[src/rtl/fetch_unit_pkg.sv]
// Shared constants and slot encoding for the instruction fetch stage.
package fetch_unit_pkg;

    localparam logic [31:0] BASEADDR_DEFAULT = 32'h0100_0000;

    localparam logic [1:0] ST_BOOT  = 2'd0;
    localparam logic [1:0] ST_RUN   = 2'd1;
    localparam logic [1:0] ST_DRAIN = 2'd2;

    typedef enum logic [1:0] {
        SLOT_EMPTY   = 2'd0,
        SLOT_PENDING = 2'd1,
        SLOT_FULL    = 2'd2
    } slot_state_e;

endpackage

[src/rtl/fetch_unit_buf.sv]
// Circular pc/insn entry FIFO: slots are allocated at request accept, filled in
// request order by responses and popped by decode.
module fetch_buf
    import fetch_unit_pkg::*;
#(
    parameter int unsigned AWIDTH = 32,
    parameter int unsigned DWIDTH = 32,
    parameter int unsigned DEPTH  = 2,
    localparam int unsigned CW    = $clog2(DEPTH + 1)
) (
    input  logic              clk,
    input  logic              rst_n,
    input  logic              alloc,
    input  logic [AWIDTH-1:0] alloc_pc,
    input  logic              fill,
    input  logic [DWIDTH-1:0] fill_data,
    input  logic              pop,
    input  logic              flush,
    output logic              full,
    output logic [CW-1:0]     pending,
    output logic              head_full,
    output logic [AWIDTH-1:0] head_pc,
    output logic [DWIDTH-1:0] head_insn
);

    localparam int unsigned PW = $clog2(DEPTH);
    localparam logic [CW-1:0] DEPTH_C = CW'(DEPTH);

    logic [PW-1:0] alloc_ptr, fill_ptr, head_ptr;
    logic [CW-1:0] count_q, pend_q;
    slot_state_e   state_q [DEPTH];
    logic [AWIDTH-1:0] pc_q [DEPTH];
    logic [DWIDTH-1:0] insn_q [DEPTH];

    logic do_alloc, do_fill, do_pop;

    // Slots between head and fill_ptr are FULL, fill_ptr to alloc_ptr are PENDING,
    // so the oldest PENDING slot is always at fill_ptr.
    assign do_alloc = alloc && (count_q != DEPTH_C);
    assign do_fill  = fill && (pend_q != '0);
    assign do_pop   = pop && (state_q[head_ptr] == SLOT_FULL);

    assign full      = (count_q == DEPTH_C);
    assign pending   = pend_q;
    assign head_full = (state_q[head_ptr] == SLOT_FULL);
    assign head_pc   = pc_q[head_ptr];
    assign head_insn = insn_q[head_ptr];

    always_ff @(posedge clk or negedge rst_n) begin
        if (!rst_n) begin
            alloc_ptr <= '0;
            fill_ptr  <= '0;
            head_ptr  <= '0;
            count_q   <= '0;
            pend_q    <= '0;
            for (int unsigned i = 0; i < DEPTH; i++) begin
                state_q[i] <= SLOT_EMPTY;
                pc_q[i]    <= '0;
                insn_q[i]  <= '0;
            end
        end else if (flush) begin
            alloc_ptr <= '0;
            fill_ptr  <= '0;
            head_ptr  <= '0;
            count_q   <= '0;
            pend_q    <= '0;
            for (int unsigned i = 0; i < DEPTH; i++) begin
                state_q[i] <= SLOT_EMPTY;
            end
        end else begin
            if (do_alloc) begin
                state_q[alloc_ptr] <= SLOT_PENDING;
                pc_q[alloc_ptr]    <= alloc_pc;
                alloc_ptr          <= alloc_ptr + PW'(1);
            end
            if (do_fill) begin
                state_q[fill_ptr] <= SLOT_FULL;
                insn_q[fill_ptr]  <= fill_data;
                fill_ptr          <= fill_ptr + PW'(1);
            end
            if (do_pop) begin
                state_q[head_ptr] <= SLOT_EMPTY;
                head_ptr          <= head_ptr + PW'(1);
            end
            count_q <= count_q + CW'(do_alloc) - CW'(do_pop);
            pend_q  <= pend_q + CW'(do_alloc) - CW'(do_fill);
        end
    end

endmodule

[src/rtl/fetch_unit.sv]
// Instruction fetch stage: owns the PC, issues in-order imem requests and presents
// {pc, insn, opcode} to decode; a redirect flushes buffered work and drops in-flight responses.
module fetch_unit
    import fetch_unit_pkg::*;
#(
    parameter int unsigned       AWIDTH   = 32,
    parameter int unsigned       DWIDTH   = 32,
    parameter int unsigned       DEPTH    = 2,
    parameter logic [AWIDTH-1:0] BASEADDR = BASEADDR_DEFAULT
) (
    input  logic              clk_i,
    input  logic              rst_ni,
    output logic              imem_req_valid_o,
    input  logic              imem_req_ready_i,
    output logic [AWIDTH-1:0] imem_req_addr_o,
    input  logic              imem_rsp_valid_i,
    input  logic [DWIDTH-1:0] imem_rsp_data_i,
    input  logic              redirect_valid_i,
    input  logic [AWIDTH-1:0] redirect_pc_i,
    output logic              f_valid_o,
    input  logic              f_ready_i,
    output logic [AWIDTH-1:0] f_pc_o,
    output logic [DWIDTH-1:0] f_insn_o,
    output logic [6:0]        f_opcode_o
);

    localparam int unsigned CW = $clog2(DEPTH + 1);

    logic [1:0]        state_q, state_d;
    logic [AWIDTH-1:0] pc_q;
    logic [CW-1:0]     drop_q, drop_d;
    logic [CW-1:0]     pending;
    logic              buf_full, head_full;
    logic [AWIDTH-1:0] head_pc;
    logic [DWIDTH-1:0] head_insn;
    logic              req_fire, rsp_drop, rsp_claim, rsp_fill;
    logic              unused_bits;

    assign unused_bits = ^redirect_pc_i[1:0];

    assign imem_req_valid_o = (state_q == ST_RUN) && !buf_full && !redirect_valid_i;
    assign imem_req_addr_o  = pc_q;
    assign req_fire         = imem_req_valid_o && imem_req_ready_i;

    assign rsp_drop  = imem_rsp_valid_i && (drop_q != '0);
    assign rsp_claim = imem_rsp_valid_i && (drop_q == '0) && (pending != '0);
    assign rsp_fill  = rsp_claim && !redirect_valid_i;

    // A response arriving with a redirect already accounts for one pending slot.
    always_comb begin
        drop_d = drop_q;
        if (rsp_drop) begin
            drop_d = drop_q - CW'(1);
        end
        if (redirect_valid_i) begin
            drop_d = drop_d + pending - CW'(rsp_claim);
        end
    end

    always_comb begin
        state_d = state_q;
        case (state_q)
            ST_BOOT:  state_d = ST_RUN;
            ST_RUN:   if (redirect_valid_i && (drop_d != '0)) state_d = ST_DRAIN;
            ST_DRAIN: if (drop_d == '0) state_d = ST_RUN;
            default:  state_d = ST_BOOT;
        endcase
    end

    always_ff @(posedge clk_i or negedge rst_ni) begin
        if (!rst_ni) begin
            state_q <= ST_BOOT;
            pc_q    <= BASEADDR;
            drop_q  <= '0;
        end else begin
            state_q <= state_d;
            drop_q  <= drop_d;
            if (redirect_valid_i) begin
                pc_q <= {redirect_pc_i[AWIDTH-1:2], 2'b00};
            end else if (req_fire) begin
                pc_q <= pc_q + AWIDTH'(4);
            end
        end
    end

    fetch_buf #(
        .AWIDTH(AWIDTH),
        .DWIDTH(DWIDTH),
        .DEPTH (DEPTH)
    ) u_buf (
        .clk      (clk_i),
        .rst_n    (rst_ni),
        .alloc    (req_fire),
        .alloc_pc (pc_q),
        .fill     (rsp_fill),
        .fill_data(imem_rsp_data_i),
        .pop      (f_valid_o && f_ready_i),
        .flush    (redirect_valid_i),
        .full     (buf_full),
        .pending  (pending),
        .head_full(head_full),
        .head_pc  (head_pc),
        .head_insn(head_insn)
    );

    assign f_valid_o  = head_full;
    assign f_pc_o     = head_pc;
    assign f_insn_o   = head_insn;
    assign f_opcode_o = head_insn[6:0];

    a_rsp_outstanding: assert property (@(posedge clk_i) disable iff (!rst_ni)
        !(imem_rsp_valid_i && (drop_q == '0) && (pending == '0)))
        else $error("fetch_unit: imem response with nothing outstanding");

endmodule

[config.mk]
export PLATFORM = sky130hd
export DESIGN_NAME = fetch_unit
export DESIGN_NICKNAME = d
export VERILOG_FILES = /design/src/rtl/fetch_unit_pkg.sv /design/src/rtl/fetch_unit_buf.sv /design/src/rtl/fetch_unit.sv
export SDC_FILE = /design/constraint.sdc
export NUM_CORES = 1
export LEC_CHECK = 0
export CORE_MARGIN = 2
export CORE_UTILIZATION = 60
export CTS_BUF_LIST = sky130_fd_sc_hd__clkbuf_8
export DETAILED_ROUTE_END_ITERATION = 7
export DONT_BUFFER_PORTS = 1
export PLACE_DENSITY = 0.76
export SYNTH_ARGS = -nofsm -noshare
export SYNTH_HDL_FRONTEND = slang
export SYNTH_SLANG_ARGS = --single-unit
[constraint.sdc]
create_clock -name clk_i -period 4.75 [get_ports clk_i]
set_input_delay 0.2375 -clock clk_i [delete_from_list [all_inputs] [get_ports clk_i]]
set_output_delay 0.2375 -clock clk_i [all_outputs]
set_load 0.02 [all_outputs]
* Word-level counts from Yosys, hierarchy flattened
Index checks and enable logic that the tools add are counted.
** Word-level totals
- Register bits :: 175
- Latch bits :: 0
- Memory bits (writable) :: 0
- ROM bits :: 0
- Output and inout bits :: 105
- Word-level logic and storage cells :: 122
- Memories kept :: 0
** Cells by class
- $add $sub $neg :: 11
- Multipliers :: 0
- Div/mod/pow operators :: 0
- Magnitude comparators :: 6
- Eq/ne operators :: 7
- Shift operators :: 0
- Muxes and demuxes :: 42
- Bitwise logic cells :: 12
- Reduce and logical (&&, ||, !) cells :: 30
** Operators by type and width (number)
- 2-to-1 mux 32 bit :: 10
- bitwise mux 64 bit :: 2
- demux 32 bit (select 1 bit) :: 2
- adder 32 x 3 -> 32 bit, second input constant :: 1
- 2-to-1 mux 2 bit :: 12
- 2-to-1 mux 4 bit :: 6
- logical AND 1 bit :: 15
- nonzero test 2 bit :: 7
- demux 2 bit (select 1 bit) :: 3
- equality test 2 bit, second input constant :: 3
- >= comparator 2 bit, second input constant :: 3
- zero test 2 bit :: 3
- < comparator 2 x 1 -> 1 bit, second input constant :: 3
- 2-to-1 mux 1 bit :: 6
- NOT 1 -> 2 bit :: 3
- one-hot mux 2 bit (3 select lines) :: 1
- AND reduction 2 bit :: 3
- subtractor 2 x 1 -> 2 bit :: 3
- adder 2 x 1 -> 2 bit :: 2
- bitwise AND 2 bit :: 2
- bitwise AND 4 bit :: 1
- inequality test 2 bit, second input constant :: 2
- NOT 2 bit :: 2
- NOT 4 bit :: 1
- 8 further kinds :: 12

* Depth between registers and ports, before layout
Gate-level depths: netlist of the first run.
- Depth after elaboration :: 15
- Mapped depth :: 12

* By module
A second synthesis of the first run with hierarchy kept.
** Unflattened totals
- Cell total of the unflattened synthesis :: 650
- Area, all modules :: 8504.4 sq um
** Modules (own cells, without submodules)
- fetch_buf :: times used 1, cells each 404, area an instance 6298.5 sq um, seq. area each 3478.3 sq um
- fetch_unit :: times used 1, cells each 246, area an instance 2205.9 sq um, seq. area each 852.1 sq um

* Worst setup path after synthesis of the first run
Ideal clock, no wire load.
- Path type :: reg-to-reg
- Start point :: reg drop_q[0]
- End point :: reg state_q[1]
- Library setup time :: 0.136 ns
- Data arrival time :: 1.997 ns
- Data required time :: 4.614 ns
- Setup slack :: 2.618 ns
- Cell stages (with the launch flop) :: 13
- Path buffers :: 0
- Cells stage by stage :: dfrtp_1 inv_1 ha_1 o211ai_1 inv_1 ha_1 inv_1 ha_1 xnor2_1 xnor2_1 nand2_1 xnor2_1 a22oi_1
** Between the ends
- Longest elaborated chain between the ends :: 10
- Elaborated cells between the ends (all ways) :: 16
- Classes of those cells :: add/sub: 3; eq/ne: 2; mux: 2; reduce/logical: 9
** Ends and longest elaborated chain
- start: declaration :: line fetch_unit.sv:31 : logic [CW-1:0] drop_q, drop_d;
- start signal: assignment :: line fetch_unit.sv:77 : drop_q <= drop_d;
- branches (longest 5 deep; another with subtractor 2 x 1 -> 2 bit)
- 2-to-1 mux 2 bit (*) :: line fetch_unit.sv:55 : if (redirect_valid_i) begin
- nonzero test 2 bit :: line fetch_unit.sv:64 : ST_RUN: if (redirect_valid_i && (drop_d != '0)) state_d = ST_DRAIN;
- logical AND 1 bit :: line fetch_unit.sv:64
- inequality test 2 x 1 -> 1 bit (no line)
- AND reduction 2 bit (no line) (*)
- end signal: assignment :: line fetch_unit.sv:76 : state_q <= state_d;
- end: declaration :: line fetch_unit.sv:29 : logic [1:0] state_q, state_d;
Mark *: on every way between the ends.
A chain may end at the register's enable or synchronous reset.

* Worst setup path in the final report of the first run
- Start point :: reg state_q[1]
- End point :: reg u_buf.pc_q[5] (netlist name)
** Between the ends
- Longest elaborated chain between the ends :: 6
** Ends and longest elaborated chain
- equality test 2 x 1 -> 1 bit :: line fetch_unit.sv:41 : assign imem_req_valid_o = (state_q == ST_RUN) && !buf_full && !redirect_valid_i;
- logical AND 1 bit (2 in series) :: line fetch_unit.sv:41
- logical AND 1 bit :: line fetch_unit.sv:43 : assign req_fire = imem_req_valid_o && imem_req_ready_i;
- logical AND 1 bit :: line fetch_unit_buf.sv:39 : assign do_alloc = alloc && (count_q != DEPTH_C);
- AND reduction 2 bit (no line)
- end signal: indexed assignment :: line fetch_unit_buf.sv:73 : pc_q[alloc_ptr] <= alloc_pc;
- end: declaration :: line fetch_unit_buf.sv:32 : logic [AWIDTH-1:0] pc_q [DEPTH];
Every way passes these cells.

==> flow_summary.ini, run 1 <==
[status]
outcome = finished clean

[timing]
hold_violations = 0
slew_headroom_pct = 25.2
finClkSkew_ns = 0.0132
slew_viol_final = 0
finalCritPeriodShare_pct = 69.1
final.min_clock_period_ns = 3.28
fmaxAchievable_mhz = 305
setup_violations = 0
worstMarginPinSlew_ns = 1.12
grt_setup_unrepaired = no
setup_tns_ns = 0

[cells_and_area]
fill_cells = 926
post-route-util_pct = 69.4
area_growth_pct = 13.9
diodes = 0
fin_nets = 776
drive_above_1_share_pct = 32.0

[synthesis]
synth_seq_cells = 169
ys_warn_count = 0
synth_cells = 648
yosysTopAreaCellShare_pct = 52.3
ys_seq_area_share_pct = 52.6
async_reset_ff_share_pct = 100
syn_avg_cell_area_um2 = 12.4
ys.flop_type = dfrtp_1
yosys-top-cells-area = dfrtp_1 52%, mux2_2 25%, nand2_1 2.2%, o21ai_0 1.8%, o311ai_0 1.5%
synth.cell_area_um2 = 8040
synth_edf_count = 0
synth_top_area_cell = dfrtp_1
synth.distinct_cells = 53

[worst_setup_path]
cp_top_family = simple AND/OR/NAND/NOR gates
cp_slowest_cell = nand2_1
worst-setup-path-type = register to register
reg2reg_to = u_buf.pc_q[5]
cpMostUsedCell = nand2_1
r2r_cells = 6
endpoint = u_buf.pc_q[5]
worst_ep_required_time_ns = 5.09
crit_cells = 6
slowest_delay_ns = 0.73
reg2reg_slack_ns = 1.47
worstReg2RegStart = state_q[1]
critPathCaptureType = register
critPathMaxFanout = 21
startpoint_type = register
path_cells = and4bb_2 > nand2_1 > inv_2 > nand2_1 > buf_4 > mux2_2
crit_start = state_q[1]
path_buf_inv = 2
worst_ep_arrival_time_ns = 3.62

[cts]
cts_tree = done
cts.reportedPaths.clkPinSlew_ns = 0.09
cts_buffers = 17
cts_root_buf = clkbuf_8
clock_latency_ns = 0.46
ctsResizeCount = 0
clock_sinks = 169
cts_buffer_depth = 2
htree_levels = 4

[detailed_routing]
ant_nets = 0
drtIter0Drc = 359
avgRoutedWirePerCell_um = 20.4
vias = 5398
drcViolationCount = 0
first_pass_iters = 5
vias_per_cell = 6.10
wl_um = 18100

[floorplan]
initial_utilization_pct = 61.0
ios = 175
die_h_um = 120
die_area_um2 = 14300
rows = 42
coreArea_um2 = 13200
die_x_um = 120

[grt]
track_usage_pct = 26.4
antenna_found_initial = 0
grt_pass1_wl_um = 29700
grt-ovfl-total = 0
grt_pass1_vias = 5770
grt_max_degree = 170

[pwr]
p_leak_nw = 4.18
worst_ir_drop_vdd_mv = 0.428
powerDensity_nw_per_um2 = 507

[flow_run]
maxCapViolCount = 0

[min_path]
hp-class = input port to register
hold_start = f_ready_i

[place]
io_buffers = 0
place_congestion = 0.804
place_hpwl_um = 11300
[cell type report]
| class | count | area [µm²] | share of cell area (%) |
|---|---|---|---|
| clock buffer | 19 | 262 | 2.86 |
| clock inverter | 11 | 108 | 1.18 |
| inverter | 17 | 63.8 | 0.697 |
| multi-input combinational | 421 | 3540 | 38.6 |
| sequential | 169 | 4230 | 46.2 |
| tap | 176 | 220 | 2.41 |
| timing repair buffer | 72 | 736 | 8.03 |
[power by group]
part | switching [W] | total (W) | leakage [nW] | internal (W)
Sequential | 0.000335 | 0.00221 | 2.19 | 0.00187
Combinational | 0.000822 | 0.00146 | 1.80 | 0.000641
Clock | 0.000495 | 0.000975 | 0.195 | 0.000480
Total | 0.00165 | 0.00464 | 4.18 | 0.00299
[sequential cells by signal, summed over array words and instances (netlist names)]
signal	cells
u_buf.pc_q	60
u_buf.fill_ptr	1
u_buf.alloc_ptr	1
u_buf.state_q	4
u_buf.insn_q	64
u_buf.count_q	2
u_buf.head_ptr	1
u_buf.pending	2
state_q	2
imem_req_addr_o	30
drop_q	2
[layer usage]
metal  global-route usage (%)  vias up  part of all wire (%)
li1                         -     2430                     -
met1                     31.8     2717                    40
met2                     44.0      218                    50
met3                     8.27       33                   7.8
met4                     10.9        0                   2.4
met5                        0        -                     0
[how the worst min path moves through the flow]
| stage | end | slack, ns | cells past startpoint |
|---|---|---|---|
| finish | u_buf.head_ptr | 0.04 | 2 |
| global route | u_buf.state_q[1] | 0.05 | 2 |
| CTS | drop_q[0] | 0.004 | 3 |
| detailed placement | u_buf.pc_q[42] | -0.05 | 0 |
| global placement | u_buf.pc_q[10] | -0.05 | 0 |
| floorplan | drop_q[0] | -0.06 | 0 |
[layout by cell type, fill, tap and decap left out, types with 3 or more instances in the layout]
master	count
nor3_1	3
conb_1	4
nand4_1	10
nand3_1	15
o311ai_0	14
clkinv_2	5
xnor2_1	7
a221o_1	3
buf_4	5
o211ai_1	6
ha_1	8
a21oi_1	10
xor2_1	5
nor2b_1	8
inv_1	18
and2_1	5
a41oi_1	3
dfrtp_1	167
and3_1	4
o21ai_0	29
nand2b_1	6
dlygate4sd3_1	65
nor2_1	18
a22oi_1	4
mux2_2	179
nand2_1	48
a21o_1	3
clkbuf_8	19
[Yosys cell counts (2+ instances only)]
| cell type | n |
|---|---|
| ha_1 | 8 |
| and4_1 | 2 |
| nand3b_1 | 2 |
| and3_1 | 4 |
| inv_1 | 16 |
| nand2_1 | 48 |
| xnor2_1 | 7 |
| and2_1 | 5 |
| nand4_2 | 2 |
| nand2b_1 | 6 |
| o311ai_0 | 14 |
| a31oi_1 | 2 |
| buf_4 | 11 |
| nand4_1 | 10 |
| buf_2 | 17 |
| o21ai_0 | 29 |
| nand3_1 | 15 |
| a22oi_1 | 4 |
| a21o_1 | 3 |
| xor2_1 | 5 |
| a41oi_1 | 3 |
| buf_1 | 4 |
| a21oi_1 | 10 |
| nor4_4 | 2 |
| o211ai_1 | 6 |
| mux2_2 | 179 |
| nor2_1 | 18 |
| nor2_2 | 2 |
| nor2b_1 | 8 |
| clkbuf_1 | 11 |
| a221o_1 | 3 |
| dfrtp_1 | 168 |
| or4_1 | 2 |
| nor3_1 | 3 |
[per-stage QoR]
| step | power, W | area (µm²) | setup slack, ns | hold slack [ns] | std cells |
|---|---|---|---|---|---|
| global route | 0.00490 | 9160 | 1.27 | 0.0460 | 885 |
| floorplan | 0.00340 | 8050 | 2.62 | -0.0581 | 651 |
| global placement | 0.00351 | 8090 | 1.60 | -0.0530 | 788 |
| finish | 0.00464 | 9160 | 1.47 | 0.0414 | 885 |
| CTS | 0.00467 | 9160 | 1.52 | 0.00424 | 885 |
| detailed placement | 0.00360 | 8090 | 1.54 | -0.0543 | 788 |
[repair_timing]
| action | CTS | global route |
|---|---|---|
| endpoints found under the hold margin | 273 | 0 |
| buffers inserted | 0 | 0 |
| hold buffers | 67 | 0 |
[cell families (layout without fill, tap and decap cells)]
family	Yosys count	count (layout)	share of synthesized area, %
xor gates and xnor gates	12	12	1.31
muxes	180	180	25.2
buffers and inverters	61	119	3.64
AOI/OAI and AO/OA	80	80	6.63
adders and majority gates	8	8	1.24
other	1	4	0.0466
DFF	169	169	52.6
and+or+nand+nor	137	137	9.34
(Power assumes the default switching activity.)
==> run 2, diff against run 1 <==
Settings changed: ABC_AREA from default to 1, PLACE_DENSITY 0.76 to 0.79.
Clock period 4.75 ns to 2.6 ns, I/O delays scaled along.
==> flow_summary.ini, run 2 <==
[status]
outcome = finished with violations
violations = negative hold slack

[cells_and_area]
area_growth_pct = 13.0
final_cell_count_no_fill = 1357
diodes = 0
final_cell_mix = 489 x nand2_1, 167 x dfrtp_1, 115 x inv_1
drive_above_1_share_pct = 7.65
post-route-util_pct = 69.4
regMostFlops = u_buf.insn_q
largest_register_ffs = 64
final_common_cell = nand2_1
fill_cells = 1104
fin_nets = 1244

[grt]
track_usage_pct = 28.3
grt_max_degree = 170
grt_pass1_wl_um = 33100
antenna_found_initial = 0
grt_pass1_vias = 6646
grt-ovfl-total = 0

[timing]
slew_viol_final = 0
hold_violations = 169
fmaxAchievable_mhz = 403
setup_violations = 0
finalCritPeriodShare_pct = 95.5
whs_ns = -0.639
final.min_clock_period_ns = 2.48
slew_headroom_pct = 36.8
grt_setup_unrepaired = no
finClkSkew_ns = 0.0117
worstMarginPinSlew_ns = 0.948
setup_tns_ns = 0

[synthesis]
syn_avg_cell_area_um2 = 7.64
synthAdderAreaFrac_pct = 1.17
synth_compound_area_share_pct = 11.5
ys.flop_type = dfrtp_1
async_reset_ff_share_pct = 100
synth_cells = 1120
synth_edf_count = 0
synth_top_family_by_area = simple AND/OR/NAND/NOR gates
ys_seq_area_share_pct = 49.4
ys_warn_count = 0
synth_xor_area_share_pct = 1.33
synth.distinct_cells = 36
synth_seq_cells = 169
synth_mux_area_share_pct = 0
synth.cell_area_um2 = 8560
synth-simple-area-share_pct = 27.2
synth_top_area_cell = dfrtp_1
synth.most_common_cell = nand2_1
yosys-top-cells-area = dfrtp_1 49%, nand2_1 21%, inv_1 4.9%, o21ai_0 3.7%, o21ai_1 3.2%
ys_top_cells_by_count = 489 x nand2_1, 168 x dfrtp_1, 112 x inv_1
yosysTopAreaCellShare_pct = 49.1

[cts]
clock_sinks = 169
cts_buffers = 17
clock_latency_ns = 0.46
cts.reportedPaths.clkPinSlew_ns = 0.08
cts_root_buf = clkbuf_8
cts_buffer_depth = 2
htree_levels = 4
cts_tree = done
postCtsHoldBufs = 72
cts_setup_buffers = 0

[floorplan]
die_x_um = 123
die_h_um = 123
initial_utilization_pct = 61.4
rows = 43
die_area_um2 = 15200
ios = 175
coreArea_um2 = 13900

[worst_setup_path]
worstReg2RegStart = imem_req_addr_o[3]
cp_slowest_cell = dlygate4sd3_1
worst_ep_required_time_ns = 2.95
startpoint_type = input port
path_cells = dlygate4sd3_1 > buf_12 > inv_2 > nand2_2 > nor2_4 > nand2_4 > nand2_2 > buf_4 > o21ai_0 > o21bai_1 > dlygate4sd3_1
cp_top_family = buffers and inverters
worst_ep_arrival_time_ns = 2.83
critPathMaxFanout = 40
r2r_cells = 9
path_buf_inv = 5
reg2reg_slack_ns = 0.17
slowest_delay_ns = 0.57
critPathCaptureType = register
reg2reg_to = imem_req_addr_o[14]
worst-setup-path-type = input port to register

[detailed_routing]
vias_per_cell = 5.36
vias = 7269
wl_um = 20900
first_pass_iters = 5
drtIter0Drc = 722
avgRoutedWirePerCell_um = 15.4
drcViolationCount = 0
ant_nets = 0

[pwr]
p_leak_nw = 4.98
finalPower_w = 0.00869
powerDensity_nw_per_um2 = 899
worst_ir_drop_vdd_mv = 0.399

[min_path]
hp-class = input port to asynchronous set/reset pin

[place]
place_congestion = 0.923
dp_cells = 1255
place_hpwl_um = 13100
io_buffers = 0

[flow_run]
maxCapViolCount = 0
## run 2: per-layer routing
| layer | track usage [%] | share of wire, % |
|---|---|---|
| met1 | 37.5 | 42 |
| met2 | 44.8 | 46 |
| met3 | 7.33 | 8.7 |
| met4 | 11.2 | 2.7 |
| met5 | 0 | 0 |
## run 2: how the worst max path moves through the flow
stage,endpoint,from,cells after the start
finish,imem_req_addr_o[14],redirect_valid_i,11
global placement,state_q[1],drop_q[0],12
floorplan,state_q[1],drop_q[0],12
CTS,imem_req_addr_o[14],imem_req_addr_o[3],9
detailed placement,state_q[1],drop_q[0],12
global route,imem_req_addr_o[14],redirect_valid_i,11
## run 2: per-stage QoR
stage | area [µm²] | worst slack (ns)
after global routing | 9670 | 0.0562
after detailed placement | 8540 | 0.500
final | 9670 | 0.117
after floorplan | 8570 | 0.616
after global placement | 8540 | 0.540
after CTS | 9660 | 0.0741
## run 2: cell type report
type,count,area (µm²),area share [%]
multi-input combinational,778,3550,36.7
inverter,118,443,4.58
sequential,169,4230,43.8
tap,180,225,2.33
clock buffer,18,248,2.56
clock inverter,12,136,1.41
timing repair buffer,82,835,8.63
## run 2: kinds of logic after synthesis
kind of cell,after synthesis
other cells,1
xor+xnor,13
flops,169
buf+inv,176
simple gates,586
compound gates,167
fa+ha+maj,8
## run 2: power by group
group          leakage (nW)  switching (W)  internal, W  total, W
combinational          2.59        0.00201     0.000831   0.00284
sequential             2.19       0.000601      0.00339   0.00399
clock                 0.204       0.000913     0.000946   0.00186
## run 2: timing repair
item | in CTS | in global routing
hold endpoints to repair | 277 | 169
endpoints found under the setup margin | 0 | 3
resized for setup | 0 | 3
==> run 3, diff against run 2 <==
--- a/config.mk
+++ b/config.mk
@@ -10,4 +10,5 @@
 export CORE_UTILIZATION = 60
 export CTS_BUF_LIST = sky130_fd_sc_hd__clkbuf_8
+export CTS_CLUSTER_SIZE = 25
 export DETAILED_ROUTE_END_ITERATION = 7
 export DONT_BUFFER_PORTS = 1
==> constraint.sdc (replaced) <==
create_clock -name clk_i -period 2.6 [get_ports clk_i]
set_input_delay 0.26 -clock clk_i [delete_from_list [all_inputs] [get_ports clk_i]]
set_output_delay 0.26 -clock clk_i [all_outputs]
set_load 0.02 [all_outputs]
==> flow_summary.ini, run 3 (synthesis gave the netlist of run 2 again) <==
[cells_and_area]
final_cell_mix = 489 x nand2_1, 167 x dfrtp_1, 116 x inv_1
area_growth_pct = 10.8
post-route-util_pct = 68.0
design_area_um2 = 9480
final_common_cell = nand2_1
fin_nets = 1228
drive_above_1_share_pct = 7.66
diodes = 0
regMostFlops = u_buf.insn_q
largest_register_ffs = 64

[status]
outcome = finished with violations
violations = negative hold slack

[floorplan]
initial_utilization_pct = 61.4
die_area_um2 = 15200
ios = 175
die_h_um = 123
coreArea_um2 = 13900
die_x_um = 123
rows = 43

[detailed_routing]
wl_um = 20700
vias_per_cell = 5.35
drcViolationCount = 0
first_pass_iters = 5
vias = 7181
avgRoutedWirePerCell_um = 15.4
ant_nets = 0
drtIter0Drc = 705

[place]
io_buffers = 0
placed_area_um2 = 8550
place_hpwl_um = 13300
place_congestion = 0.924

[pwr]
p_int_w = 0.00508
swShare_pct = 40.8
p_switching_w = 0.00351
combPwrFrac_pct = 32.3
seqPwrFrac_pct = 46.5
p_leak_nw = 4.91
powerDensity_nw_per_um2 = 906
worst_ir_drop_vdd_mv = 0.443
pwr-share-clk_pct = 21.2

[timing]
worstMarginPinSlew_ns = 0.952
setup_violations = 0
setup_tns_ns = 0
finClkSkew_ns = 0.0125
finalCritPeriodShare_pct = 86.3
whs_ns = -0.509
hold_violations = 169
grt_setup_unrepaired = no
fmaxAchievable_mhz = 446
slew_viol_final = 0
final.min_clock_period_ns = 2.24
slew_headroom_pct = 36.5

[worst_setup_path]
worstReg2RegStart = state_q[1]
path_buf_inv = 2
worst_ep_required_time_ns = 2.34
endpoint = f_insn_o[0]
slowest_delay_ns = 0.53
reg2reg_to = u_buf.pc_q[52]
cp_top_family = buffers and inverters
critPathMaxFanout = 61
reg2reg_slack_ns = 0.44
cpMostUsedCell = nand2_1
r2r_cells = 10
worst-setup-path-type = register to output port
crit_start = u_buf.head_ptr
critPathCaptureType = output port
path_cells = inv_2 > buf_4 > nand2_1 > nand2_1
startpoint_type = register
cp_slowest_cell = buf_4
worst_ep_arrival_time_ns = 1.98
crit_cells = 4

[grt]
use_met1_pct = 37.7
track_usage_pct = 27.7
busiest_layer = met2
met3_usage_pct = 7.33
antenna_found_initial = 0
grt_pass1_wl_um = 32300
grt_max_degree = 170
globalRouteMet2Util_pct = 43.1
grt_pass1_vias = 6419
grt-ovfl-total = 0

[cts]
ctsResizeCount = 0
cts_tree = done
cts.reportedPaths.clkPinSlew_ns = 0.08
cts_root_buf = clkbuf_8
clock_sinks = 169
cts_setup_buffers = 0
cts_buffers = 17
cts_buffer_depth = 2
htree_levels = 4
postCtsHoldBufs = 55
clock_latency_ns = 0.46

[flow_run]
maxCapViolCount = 0

[min_path]
hp-class = input port to asynchronous set/reset pin
[run 3: cell count changes in the layout (fill, tap and decap cells not counted), sizes merged]
cell,previous run,this run
inv,121,123
clkbuf,18,20
clkinvlp,2,1
dlygate4sd3,71,55
clkinv,4,3
bufinv,3,2
[run 3: power by group through the flow]
stage | logic, W | registers [W] | clock network, W
2_1_floorplan | 0.00233 | 0.00391 | 0
3_3_place_gp | 0.00261 | 0.00400 | 0
3_5_place_dp | 0.00269 | 0.00403 | 0
4_1_cts | 0.00278 | 0.00398 | 0.00184
5_1_grt | 0.00312 | 0.00409 | 0.00197
6_report | 0.00277 | 0.00400 | 0.00182
[run 3: worst register-to-register path: cells and delay by family (launching register included)]
kind	cells	cell delay (ns)
AOI/OAI and AO/OA	1	0.09
buffers and inverters	4	0.82
DFF	1	0.40
and+or+nand+nor	5	0.72
[run 3: worst min path at each step]
stage,end,depth (start not counted),slack [ns]
finish,u_buf.insn_q[49],0,-0.51
detailed placement,u_buf.insn_q[49],0,-0.03
global route,u_buf.insn_q[61],0,-0.54
global placement,u_buf.insn_q[19],0,-0.03
floorplan,drop_q[0],0,-0.04
CTS,u_buf.insn_q[49],0,-0.53
[run 3: layout make-up]
type | instances | area (µm²)
Fill cell | 1178 | 4450
Sequential cell | 169 | 4230
Tap cell | 180 | 225
Inverter | 118 | 443
Clock buffer | 20 | 275
Multi-Input combinational cell | 778 | 3540
Timing Repair Buffer | 66 | 658
Clock inverter | 11 | 106
[run 3: per-layer routing]
metal | routed length, µm | vias up | part of all wire (%)
met1 | 9160 | 3369 | 44
met5 | 0 | - | 0
met4 | 380 | 0 | 1.8
li1 | - | 3527 | -
met3 | 1540 | 35 | 7.4
met2 | 9580 | 250 | 46
[run 3: metrics by stage]
stage	power, W	setup slack [ns]	instances
after floorplan	0.00624	0.616	1123
after global placement	0.00662	0.538	1256
after detailed placement	0.00673	0.496	1256
after CTS	0.00860	0.334	1342
after global routing	0.00919	0.178	1342
final	0.00859	0.357	1342
